===== src/rtl/vfd_scan_sched.sv =====
// -----------------------------------------------------------------------------
// vfd_scan_sched -- grid-scan scheduler for the VFD refresh path.
//
// Owns the per-grid refresh slot: BLK/LAT pulse sequence, grid number (GN)
// sequencing, the Tri-SPI shifter enable window and bit index, the GCP
// grayscale pulses, and the GRAM front/back bank swap handshake.
//
// Every output is registered and shows the value that belongs to the slot
// position currently held in the slot counter (t_q). To get that alignment,
// the output registers are loaded from the *next* counter value (t_d).
//
// Ports
//   clk_i           system clock (posedge)
//   rstn_i          synchronous active-low reset
//   en_i            scan enable (level)
//   swap_req_i      host bank-swap request (level, held until swap_ack_o)
//   blk_o           display blanking
//   lat_o           serial latch
//   sce_o           shifter enable window
//   bit_idx_o[8:0]  shifter bit index while sce_o, else 0
//   gn_o[5:0]       current grid number (1..GRID_COUNT, 0 after reset)
//   gcp_o           gradient control pulse
//   frame_start_o   one-cycle strobe on the first slot of each frame
//   buf_sel_o       GRAM bank being displayed
//   swap_ack_o      one-cycle swap acknowledge
//
// Parameter legality: SLOT_CYCLES >= LAT_WIDTH + 3 + BITS_PER_GRID,
// BITS_PER_GRID <= 512, GRID_COUNT <= 63.
// -----------------------------------------------------------------------------
module vfd_scan_sched #(
  parameter int GRID_COUNT    = 52,
  parameter int SLOT_CYCLES   = 3840,
  parameter int BITS_PER_GRID = 288,
  parameter int LAT_WIDTH     = 5
) (
  input  logic       clk_i,
  input  logic       rstn_i,
  input  logic       en_i,
  input  logic       swap_req_i,
  output logic       blk_o,
  output logic       lat_o,
  output logic       sce_o,
  output logic [8:0] bit_idx_o,
  output logic [5:0] gn_o,
  output logic       gcp_o,
  output logic       frame_start_o,
  output logic       buf_sel_o,
  output logic       swap_ack_o
);

  localparam int TW = $clog2(SLOT_CYCLES);

  // Slot positions, pre-sized to the counter width so every compare is exact.
  localparam logic [TW-1:0] T_ONE       = TW'(1);
  localparam logic [TW-1:0] T_LAST      = TW'(SLOT_CYCLES - 1);
  localparam logic [TW-1:0] T_LAT_END   = TW'(LAT_WIDTH);
  localparam logic [TW-1:0] T_BLK_END   = TW'(LAT_WIDTH + 1);
  localparam logic [TW-1:0] T_SCE_BEGIN = TW'(LAT_WIDTH + 2);
  localparam logic [TW-1:0] T_SCE_END   = TW'(LAT_WIDTH + 1 + BITS_PER_GRID);
  localparam logic [5:0]    GN_LAST     = 6'(GRID_COUNT);

  typedef enum logic {
    IDLE = 1'b0,
    RUN  = 1'b1
  } state_e;

  state_e          state_q, state_d;
  logic [TW-1:0]   t_q, t_d;
  logic [5:0]      gn_q, gn_d;
  logic            blk_q, blk_d;
  logic            lat_q, lat_d;
  logic            sce_q, sce_d;
  logic [8:0]      bit_idx_q, bit_idx_d;
  logic            gcp_q, gcp_d;
  logic            fs_q, fs_d;
  logic            buf_q, buf_d;
  logic            ack_q, ack_d;
  // Set once swap_req_i has been seen low since the last acknowledge, so a
  // requester that keeps the level high after ACK cannot trigger a re-swap.
  logic            armed_q, armed_d;

  logic            new_slot;
  logic            gn_wrap;
  logic            running;

  // ---------------------------------------------------------------------------
  // Next-state and output decode
  // ---------------------------------------------------------------------------
  always_comb begin
    // NOTE: every signal written here gets a default first; a path that leaves
    // one unassigned would infer a latch.
    state_d   = state_q;
    t_d       = t_q;
    gn_d      = gn_q;
    new_slot  = 1'b0;

    unique case (state_q)
      IDLE: begin
        if (en_i) begin
          state_d  = RUN;
          t_d      = '0;
          new_slot = 1'b1;
        end
      end
      RUN: begin
        if (t_q == T_LAST) begin
          // The running slot always completes; EN only decides whether the
          // next one starts.
          t_d = '0;
          if (en_i) begin
            new_slot = 1'b1;
          end else begin
            state_d = IDLE;
          end
        end else begin
          t_d = t_q + T_ONE;
        end
      end
      default: begin
        state_d = IDLE;
        t_d     = '0;
      end
    endcase

    // GN == 0 only right after reset; it then jumps straight to grid 1.
    gn_wrap = (gn_q == '0) || (gn_q >= GN_LAST);
    if (new_slot) begin
      gn_d = gn_wrap ? 6'd1 : gn_q + 6'd1;
    end

    fs_d    = new_slot && gn_wrap;
    ack_d   = fs_d && swap_req_i && armed_q;
    buf_d   = buf_q ^ ack_d;
    armed_d = ack_d ? 1'b0 : (armed_q | ~swap_req_i);

    running = (state_d == RUN);
    blk_d   = running && (t_d <= T_BLK_END);
    lat_d   = running && (t_d >= T_ONE) && (t_d <= T_LAT_END);
    sce_d   = running && (t_d >= T_SCE_BEGIN) && (t_d <= T_SCE_END);

    // The SCE window is contiguous and always entered at T_SCE_BEGIN, so the
    // bit index is a plain counter that restarts on the window's first cycle.
    if (!sce_d) begin
      bit_idx_d = '0;
    end else if (!sce_q) begin
      bit_idx_d = '0;
    end else begin
      bit_idx_d = bit_idx_q + 9'd1;
    end

    gcp_d = sce_d && (bit_idx_d inside {9'd72, 9'd144, 9'd192, 9'd216, 9'd240, 9'd256});
  end

  // ---------------------------------------------------------------------------
  // State and output registers
  // ---------------------------------------------------------------------------
  // NOTE: sequential state uses non-blocking assignments only, so every
  // register samples the pre-edge value of every other register.
  always_ff @(posedge clk_i) begin
    if (!rstn_i) begin
      state_q   <= IDLE;
      t_q       <= '0;
      gn_q      <= '0;
      blk_q     <= 1'b0;
      lat_q     <= 1'b0;
      sce_q     <= 1'b0;
      bit_idx_q <= '0;
      gcp_q     <= 1'b0;
      fs_q      <= 1'b0;
      buf_q     <= 1'b0;
      ack_q     <= 1'b0;
      armed_q   <= 1'b1;
    end else begin
      state_q   <= state_d;
      t_q       <= t_d;
      gn_q      <= gn_d;
      blk_q     <= blk_d;
      lat_q     <= lat_d;
      sce_q     <= sce_d;
      bit_idx_q <= bit_idx_d;
      gcp_q     <= gcp_d;
      fs_q      <= fs_d;
      buf_q     <= buf_d;
      ack_q     <= ack_d;
      armed_q   <= armed_d;
    end
  end

  assign blk_o         = blk_q;
  assign lat_o         = lat_q;
  assign sce_o         = sce_q;
  assign bit_idx_o     = bit_idx_q;
  assign gn_o          = gn_q;
  assign gcp_o         = gcp_q;
  assign frame_start_o = fs_q;
  assign buf_sel_o     = buf_q;
  assign swap_ack_o    = ack_q;

endmodule


===== config.mk =====
export PLATFORM = sky130hd
export DESIGN_NAME = vfd_scan_sched
export DESIGN_NICKNAME = d
export VERILOG_FILES = /design/src/rtl/vfd_scan_sched.sv
export SDC_FILE = /design/constraint.sdc
export NUM_CORES = 1
export LEC_CHECK = 0
export BUFFER_PORTS_ARGS = -buffer_cell sky130_fd_sc_hd__buf_2
export CAP_MARGIN = 20
export CORE_MARGIN = 2
export CORE_UTILIZATION = 50
export DETAILED_ROUTE_END_ITERATION = 8
export MAX_ROUTING_LAYER = met4
export PLACE_DENSITY = 0.67
export SYNTH_ARGS = -nofsm -noshare
export SYNTH_HDL_FRONTEND = slang
export SYNTH_SLANG_ARGS = --single-unit

===== constraint.sdc =====
create_clock -name clk_i -period 2.7 [get_ports clk_i]
set_input_delay 0.135 -clock clk_i [delete_from_list [all_inputs] [get_ports clk_i]]
set_output_delay 0.135 -clock clk_i [all_outputs]
set_load 0.02 [all_outputs]

==> impl_metrics.csv, run 1 <==
group,metric,value,unit
clock_network,htreeDepth,2,
route,drtIter0Drc,157,
yosys,syn_nets,252,
place,placed_area,2291,sq um
yosys,synthArstFlopShare,0,%
yosys,synth_area_per_cell,8.630,sq um
outcome,status,"complete, no violations",
timing,slew_viol_final,0,
final_layout,final_common_cell,"dfxtp_1",
flow_run,drv_cap,0,
timing,hold_viol,0,
place,port_buffers,25,
power,pwr_density_cell,455.7,nW/um^2
setup_path,worstReg2RegStart,"t_q[1]",
setup_path,path_class,"reg -> reg",
route,ant_nets,0,
final_layout,area_growth,16.40,%
clock_network,root_buffer,"clkbuf_8",
final_layout,postLayoutCellArea,2451,sq um
route,wire_per_inst,15.19,um
worst_hold_path,worstHoldStart,"swap_req_i",
clock_network,cts_buffers,5,
clock_network,cts_sinks,36,
yosys,netlist_instances,244,
route,num_vias,1968,
timing,skew,0.007912,ns
yosys,ys_types,60,
final_layout,final_cell_mix,"dfxtp_1 (36), buf_2 (25), nand2_1 (19)",
route,dr.pass1.iters,5,
place,hpwl,3504,um
grt,grt_use_total,23.40,%
power,total_power,0.001117,W
timing,timing.fmax,399.4,MHz
grt,grt_max_degree,20,
yosys,ys_ff_latch,36,
timing,relSlewSlack,58.16,%
setup_path,r2r_slack,0.20,ns
yosys,syn_area,2106,sq um
clock_network,cts_tree,"yes",
route,drc,0,
final_layout,final_nets,282,
power,p_leak,0.9462,nW
yosys,synth_edf_count,0,
setup_path,cp.arrival,2.71,ns
place,gp_congestion,0.9008,
final_layout,antenna_cells,0,
timing,finalCritPeriodShare,92.74,%
place,post-place-ws,0.1227,ns
grt,grt_overflow,0,
worst_hold_path,worstHoldPathType,"in -> reg",
die,die-area,4747,sq um
yosys,synth_flop_cell,"dfxtp_1",
clock_network,hold_buffers,0,
timing,timing.hold.ws,0.04685,ns
die,rows,23,
yosys,synth_warnings,0,
grt,antenna_found_initial,0,
grt,grt_pass1_vias,1694,
clock_network,clk_latency,0.30,ns
power,vdd_drop_max,272.9,uV
setup_path,startpoint_type,"flop",
die,start_util,52.27,%
timing,setup_violations,0,
setup_path,path_max_fanout,10,
clock_network,clkTransAtPathRegs,0.07,ns
die,core_area,4029,sq um
grt,grt_first_pass_wirelength,7962,um
final_layout,drive_gt1_share,21.09,%
route,wl,4938,um
setup_path,crit_start,"t_q[1]",
timing,layout_setup_ws,0.1961,ns
setup_path,critPathRequiredTime,2.91,ns
timing,final.min_clock_period,2.504,ns
die,dieHeight,68.90,um
die,pin_count,26,
timing,final.setup.tns,0,ns
clock_network,clk_path_buf_depth,2,
setup_path,endpoint_kind,"flop",
yosys,seq_area_frac_synth,34.22,%
timing,tightest_slew,0.6195,ns
route,vias_per_cell,6.055,
die,die_w,68.90,um
## critical path, cell delays in order, from the launching register on
cell and delay [ns]:
dfxtp_1 0.45, ha_2 0.31, nand4_4 0.20, o31ai_2 0.30, buf_4 0.22, o211a_1 0.22, a31o_1 0.22, o32ai_4 0.11
buf_12 0.16, nor4b_2 0.23
## per-layer routing
metal | vias up | part of all wire (%) | global-route usage (%)
li1 | 977 | - | -
met1 | 914 | 46 | 30.31
met2 | 69 | 45 | 34.50
met3 | 8 | 6.5 | 6.331
met4 | 0 | 2.3 | 9.559
met5 | - | 0 | -
## stage by stage
step                cells  utilization (%)
floorplan             244                -
global placement      316            56.86
detailed placement    316            56.86
CTS                   324            59.53
global route          325            60.84
finish                325            60.84
## cell usage after synthesis, types with 6 or more instances
cell | count | share of area, %
nor2_1 | 17 | 3.0
and2_1 | 9 | 2.7
dfxtp_1 | 36 | 34
a21oi_1 | 8 | 1.9
nand2_1 | 19 | 3.4
xor2_1 | 6 | 2.5
o21ai_0 | 13 | 3.1
nor3_1 | 15 | 3.6
nand3_1 | 11 | 2.6
inv_1 | 6 | 1.1
## layout make-up
cell class | count | area (sq um)
clock inverters | 2 | 35.03
inverters | 6 | 22.52
fillers | 387 | 1578
clock buffers | 6 | 72.57
repair buffers | 35 | 212.7
multi-input cells | 190 | 1325
flip-flops and latches | 36 | 720.7
well taps | 50 | 62.56
## report_power, final
| group | switching [W] | leakage (nW) | total [W] | internal (W) |
|---|---|---|---|---|
| combinational | 0.0000584 | 0.599 | 0.0000951 | 0.0000367 |
| clock | 0.000196 | 0.0552 | 0.000470 | 0.000274 |
| sequential | 0.0000112 | 0.292 | 0.000552 | 0.000541 |
| total | 0.000266 | 0.946 | 0.00112 | 0.000851 |
## final timing paths
path                        to  cells after the start
hold reg to reg        armed_q                      2
hold / removal         armed_q                      2
setup / recovery  bit_idx_o[0]                      9
setup reg to reg  bit_idx_o[0]                      9
## timing repair
item / in CTS / in global routing
resized for setup: 0 / 5
endpoints found under the setup margin: 0 / 13
setup buffers: 0 / 1
## flip-flops by register name, summed over array words and instances, names as in the netlist
name and flops:
t_q 12, bit_idx_o 9, gn_o 6, armed_q 1
blk_o 1, buf_sel_o 1, frame_start_o 1, gcp_o 1
lat_o 1, sce_o 1, state_q 1, swap_ack_o 1
## cell families after synthesis
family,after synthesis,synth area share [%]
simple gates,108,29.29
compound gates,67,25.02
flops,36,34.22
buf+inv,18,4.396
xor+xnor,9,3.744
fa+ha+maj,4,2.377
mux,2,0.9507
Note: power is estimated with default switching activity, not from simulation.
==> run 2: changes to the inputs <==
==> constraint.sdc (replaced) <==
create_clock -name clk_i -period 3.2 [get_ports clk_i]
set_input_delay 0.16 -clock clk_i [delete_from_list [all_inputs] [get_ports clk_i]]
set_output_delay 0.16 -clock clk_i [all_outputs]
set_load 0.02 [all_outputs]
==> impl_metrics.csv, run 2 (same netlist as run 1, synthesis figures left out) <==
group,metric,value,unit
outcome,status,"complete, no violations",
route,drc,0,
worst_hold_path,worstHoldPathType,"in -> reg",
final_layout,final_nets,275,
clock_network,hold_buffers,0,
grt,grt_pass1_vias,1607,
grt,grt_first_pass_wirelength,7590,um
power,clkPwrFrac,42.2,%
clock_network,clk_path_buf_depth,2,
grt,antenna_found_initial,0,
route,dr.pass1.iters,4,
final_layout,fillers,390,
timing,setup_violations,0,
power,pwr_density_cell,394.2,nW/um^2
place,placedCellCount,310,
grt,grt_max_degree,20,
die,core_area,4029,sq um
final_layout,postLayoutCellArea,2354,sq um
grt,grt_util_met1,30.52,%
timing,final.setup.tns,0,ns
timing,tightest_slew,0.7313,ns
setup_path,path_delay_family,"compound AO/OA/AOI/OAI gates",
die,die-area,4747,sq um
clock_network,cts_buffers,5,
setup_path,crit_buf_inv,0,
setup_path,crit_chain,"or2_1, a21boi_1, a311o_1, or3_4, o32ai_4, nor3_1",
grt,top_usage_layer,"met2",
die,start_util,52.27,%
setup_path,cp.arrival,2.89,ns
setup_path,cpPeakStageDelay,0.71,ns
final_layout,area_growth,11.76,%
setup_path,path_class,"reg -> reg",
die,die_w,68.90,um
power,total_power,0.0009277,W
clock_network,ctsResizeCount,0,
setup_path,startpoint_type,"flop",
power,power_frac_seq,50.4,%
final_layout,stdcell_count,318,
timing,timing.fmax,366.7,MHz
route,ant_nets,0,
timing,rsz0062_at_grt,"false",
clock_network,clk_latency,0.29,ns
final_layout,final_common_cell,"dfxtp_1",
final_layout,utilization,58.42,%
timing,skew,0.006371,ns
clock_network,clkTransAtPathRegs,0.07,ns
final_layout,top_register,"t_q",
clock_network,root_buffer,"clkbuf_8",
power,power_switching,0.0002148,W
route,wl,4684,um
route,drtIter0Drc,152,
route,vias_per_cell,6.041,
timing,final.min_clock_period,2.727,ns
final_layout,final_cell_mix,"dfxtp_1 (36), buf_2 (25), nand2_1 (19)",
clock_network,htreeDepth,2,
place,placed_area,2246,sq um
die,dieHeight,68.90,um
die,pin_count,26,
grt,use_met3,5.682,%
clock_network,cts_setup_buffers,0,
route,num_vias,1921,
power,p_leak,0.8979,nW
final_layout,antenna_cells,0,
die,rows,23,
grt,grt.met2_usage,32.09,%
clock_network,cts_sinks,36,
power,swShare,23.16,%
setup_path,critPathRequiredTime,3.36,ns
power,power.internal,0.0007128,W
timing,hold_viol,0,
setup_path,path_max_fanout,19,
timing,finalCritPeriodShare,85.22,%
final_layout,drive_gt1_share,17.91,%
timing,slew_viol_final,0,
flow_run,drv_cap,0,
power,pwr-share-comb,7.4,%
place,port_buffers,25,
grt,grt_use_total,22.16,%
setup_path,endpoint_kind,"flop",
place,hpwl,3341,um
route,wire_per_inst,14.73,um
setup_path,crit_slowest_cell,"dfxtp_1",
place,gp_congestion,0.9250,
timing,relSlewSlack,50.87,%
grt,grt_overflow,0,
power,vdd_drop_max,233.8,uV
final_layout,largest_reg_flops,12,
clock_network,cts_tree,"yes",
[run 2: cell count changes in the layout (fill, tap and decap cells not counted), sizes merged]
cell | previous run | this run
buf | 35 | 28
[run 2: layer usage]
| layer | share of wire (%) | vias up |
|---|---|---|
| li1 | - | 959 |
| met1 | 48 | 891 |
| met2 | 44 | 62 |
| met3 | 6.3 | 9 |
| met4 | 1.6 | 0 |
| met5 | 0 | - |
[run 2: final cells by class]
| type | count | area, sq um | share of cell area (%) |
|---|---|---|---|
| Multi-Input combinational cell | 190 | 1292 | 54.92 |
| Tap cell | 50 | 62.56 | 2.658 |
| Inverter | 6 | 22.52 | 0.9569 |
| Clock buffer | 6 | 72.57 | 3.083 |
| Timing Repair Buffer | 28 | 147.6 | 6.273 |
| Sequential cell | 36 | 720.7 | 30.62 |
| Clock inverter | 2 | 35.03 | 1.489 |
[run 2: power groups by stage]
stage,clock network (W),logic [W],registers [W]
5_1_grt,0.000419,0.0000771,0.000469
3_5_place_dp,0,0.0000687,0.000477
4_1_cts,0.000399,0.0000690,0.000467
6_report,0.000391,0.0000690,0.000468
3_3_place_gp,0,0.0000688,0.000477
2_1_floorplan,0,0.0000492,0.000478
[run 2: through the flow]
| stage | worst slack (ns) | hold WS, ns |
|---|---|---|
| 2_1_floorplan | 0.9576 | 0.2489 |
| 3_3_place_gp | 0.5527 | 0.3739 |
| 3_5_place_dp | 0.5182 | 0.3867 |
| 4_1_cts | 0.4995 | 0.07312 |
| 5_1_grt | 0.2848 | 0.09391 |
| 6_report | 0.4731 | 0.08192 |
[run 2: worst paths after layout]
kind	start	end	slack, ns	depth (start not counted)
max	state_q	bit_idx_o[7]	0.47	6
min	swap_req_i	armed_q	0.08	2
max reg2reg	state_q	bit_idx_o[7]	0.47	6
min reg2reg	armed_q	armed_q	0.51	2
==> run 3: changes to the inputs <==
==> constraint.sdc (replaced) <==
create_clock -name clk_i -period 3.4 [get_ports clk_i]
set_input_delay 0.17 -clock clk_i [delete_from_list [all_inputs] [get_ports clk_i]]
set_output_delay 0.17 -clock clk_i [all_outputs]
set_load 0.02 [all_outputs]
==> impl_metrics.csv, run 3 (same netlist as run 1, synthesis figures left out) <==
group,metric,value,unit
outcome,status,"complete, no violations",
clock_network,clk_path_buf_depth,2,
timing,timing.fmax,369.7,MHz
clock_network,cts_tree,"yes",
place,gp_congestion,0.8148,
route,vias_per_cell,5.903,
timing,skew,0.008872,ns
timing,rsz0062_at_grt,"false",
die,die_w,68.90,um
setup_path,endpoint_kind,"flop",
setup_path,startpoint_type,"flop",
timing,relSlewSlack,58.83,%
place,port_buffers,25,
clock_network,cts_sinks,36,
clock_network,root_buffer,"clkbuf_8",
setup_path,r2r_end,"bit_idx_o[3]",
setup_path,rr_worst_depth,7,
worst_hold_path,min_path_cells,2,
grt,grt_use_total,22.30,%
final_layout,final_common_cell,"dfxtp_1",
die,core_area,4029,sq um
final_layout,final_cell_mix,"dfxtp_1 (36), buf_2 (25), nand2_1 (19)",
route,drc,0,
timing,setup_violations,0,
worst_hold_path,worstHoldStart,"swap_req_i",
final_layout,antenna_cells,0,
setup_path,path_class,"reg -> reg",
grt,grt_pass1_vias,1591,
timing,hold_viol,0,
route,wire_per_inst,14.35,um
place,placedCellCount,310,
final_layout,final_nets,275,
clock_network,hold_buffers,0,
setup_path,worstReg2RegStart,"t_q[0]",
power,p_leak,0.8881,nW
flow_run,drv_cap,0,
clock_network,clk_latency,0.29,ns
grt,grt_overflow,0,
timing,final.min_clock_period,2.705,ns
die,pin_count,26,
timing,final.setup.tns,0,ns
die,die-area,4747,sq um
clock_network,htreeDepth,2,
route,ant_nets,0,
grt,antenna_found_initial,0,
place,hpwl,3326,um
die,rows,23,
route,drtIter0Drc,118,
clock_network,clkTransAtPathRegs,0.08,ns
power,total_power,0.0008300,W
clock_network,ctsResizeCount,0,
timing,slew_viol_final,0,
die,start_util,52.27,%
grt,grt_max_degree,20,
final_layout,area_growth,11.11,%
power,vdd_drop_max,283.9,uV
final_layout,drive_gt1_share,17.91,%
setup_path,cp.arrival,2.87,ns
timing,tightest_slew,0.6128,ns
setup_path,r2r_slack,0.69,ns
timing,finalCritPeriodShare,79.56,%
final_layout,utilization,58.07,%
setup_path,path_max_fanout,11,
die,dieHeight,68.90,um
route,num_vias,1877,
clock_network,cts_setup_buffers,0,
final_layout,stdcell_count,318,
clock_network,cts_buffers,5,
route,wl,4564,um
worst_hold_path,holdPathEnd,"armed_q",
final_layout,largest_reg_flops,12,
grt,grt_first_pass_wirelength,7562,um
route,dr.pass1.iters,4,
final_layout,top_register,"t_q",
power,pwr_density_cell,354.7,nW/um^2
setup_path,critPathRequiredTime,3.57,ns
worst_hold_path,worstHoldPathType,"in -> reg",
==> run 3: layer usage <==
| layer | GRT usage (%) | wire [um] |
|---|---|---|
| met1 | 30.95 | 2201 |
| met2 | 32.45 | 2033 |
| met3 | 4.383 | 237 |
| met4 | 7.598 | 91 |
| met5 | - | 0 |
==> run 3: how the worst max path moves through the flow <==
stage               slack, ns  startpoint  depth (start not counted)            to
finish                   0.69      t_q[0]                          7  bit_idx_o[3]
floorplan                1.16      t_q[1]                          7  bit_idx_o[1]
CTS                      0.72      t_q[0]                          7  bit_idx_o[3]
global route             0.46      t_q[0]                          8  bit_idx_o[4]
global placement         0.80      t_q[0]                          7  bit_idx_o[8]
detailed placement       0.74      t_q[0]                          7  bit_idx_o[3]
==> run 3: area by class of cell <==
cell class,count,area (sq um)
Fill cell,385,1689
Multi-Input combinational cell,190,1292
Sequential cell,36,720.7
Timing Repair Buffer,28,147.6
Clock buffer,7,86.33
Tap cell,50,62.56
Inverter,6,22.52
Clock inverter,1,7.507
==> run 3: metrics by stage <==
stage	hold slack, ns	worst slack, ns	instance area [sq um]
finish	0.09416	0.6949	2340
global route	0.1038	0.4601	2340
CTS	0.08897	0.7172	2340
detailed placement	0.3892	0.7391	2246
global placement	0.3838	0.8028	2246
floorplan	0.2589	1.158	2106
==> run 3: critical path, cell delays in order, from the launching register on <==
cell     delay (ns)
dfxtp_1        0.53
ha_1           0.33
nand4_2        0.24
o31ai_1        0.34
a21oi_1        0.15
or3_4          0.38
o32ai_4        0.49
nor3_1         0.12
==> run 3: power breakdown <==
group	internal, W	switching, W	leakage [nW]
clock network	0.000165	0.000159	0.0445
logic	0.0000249	0.0000431	0.552
registers	0.000429	0.00000903	0.292
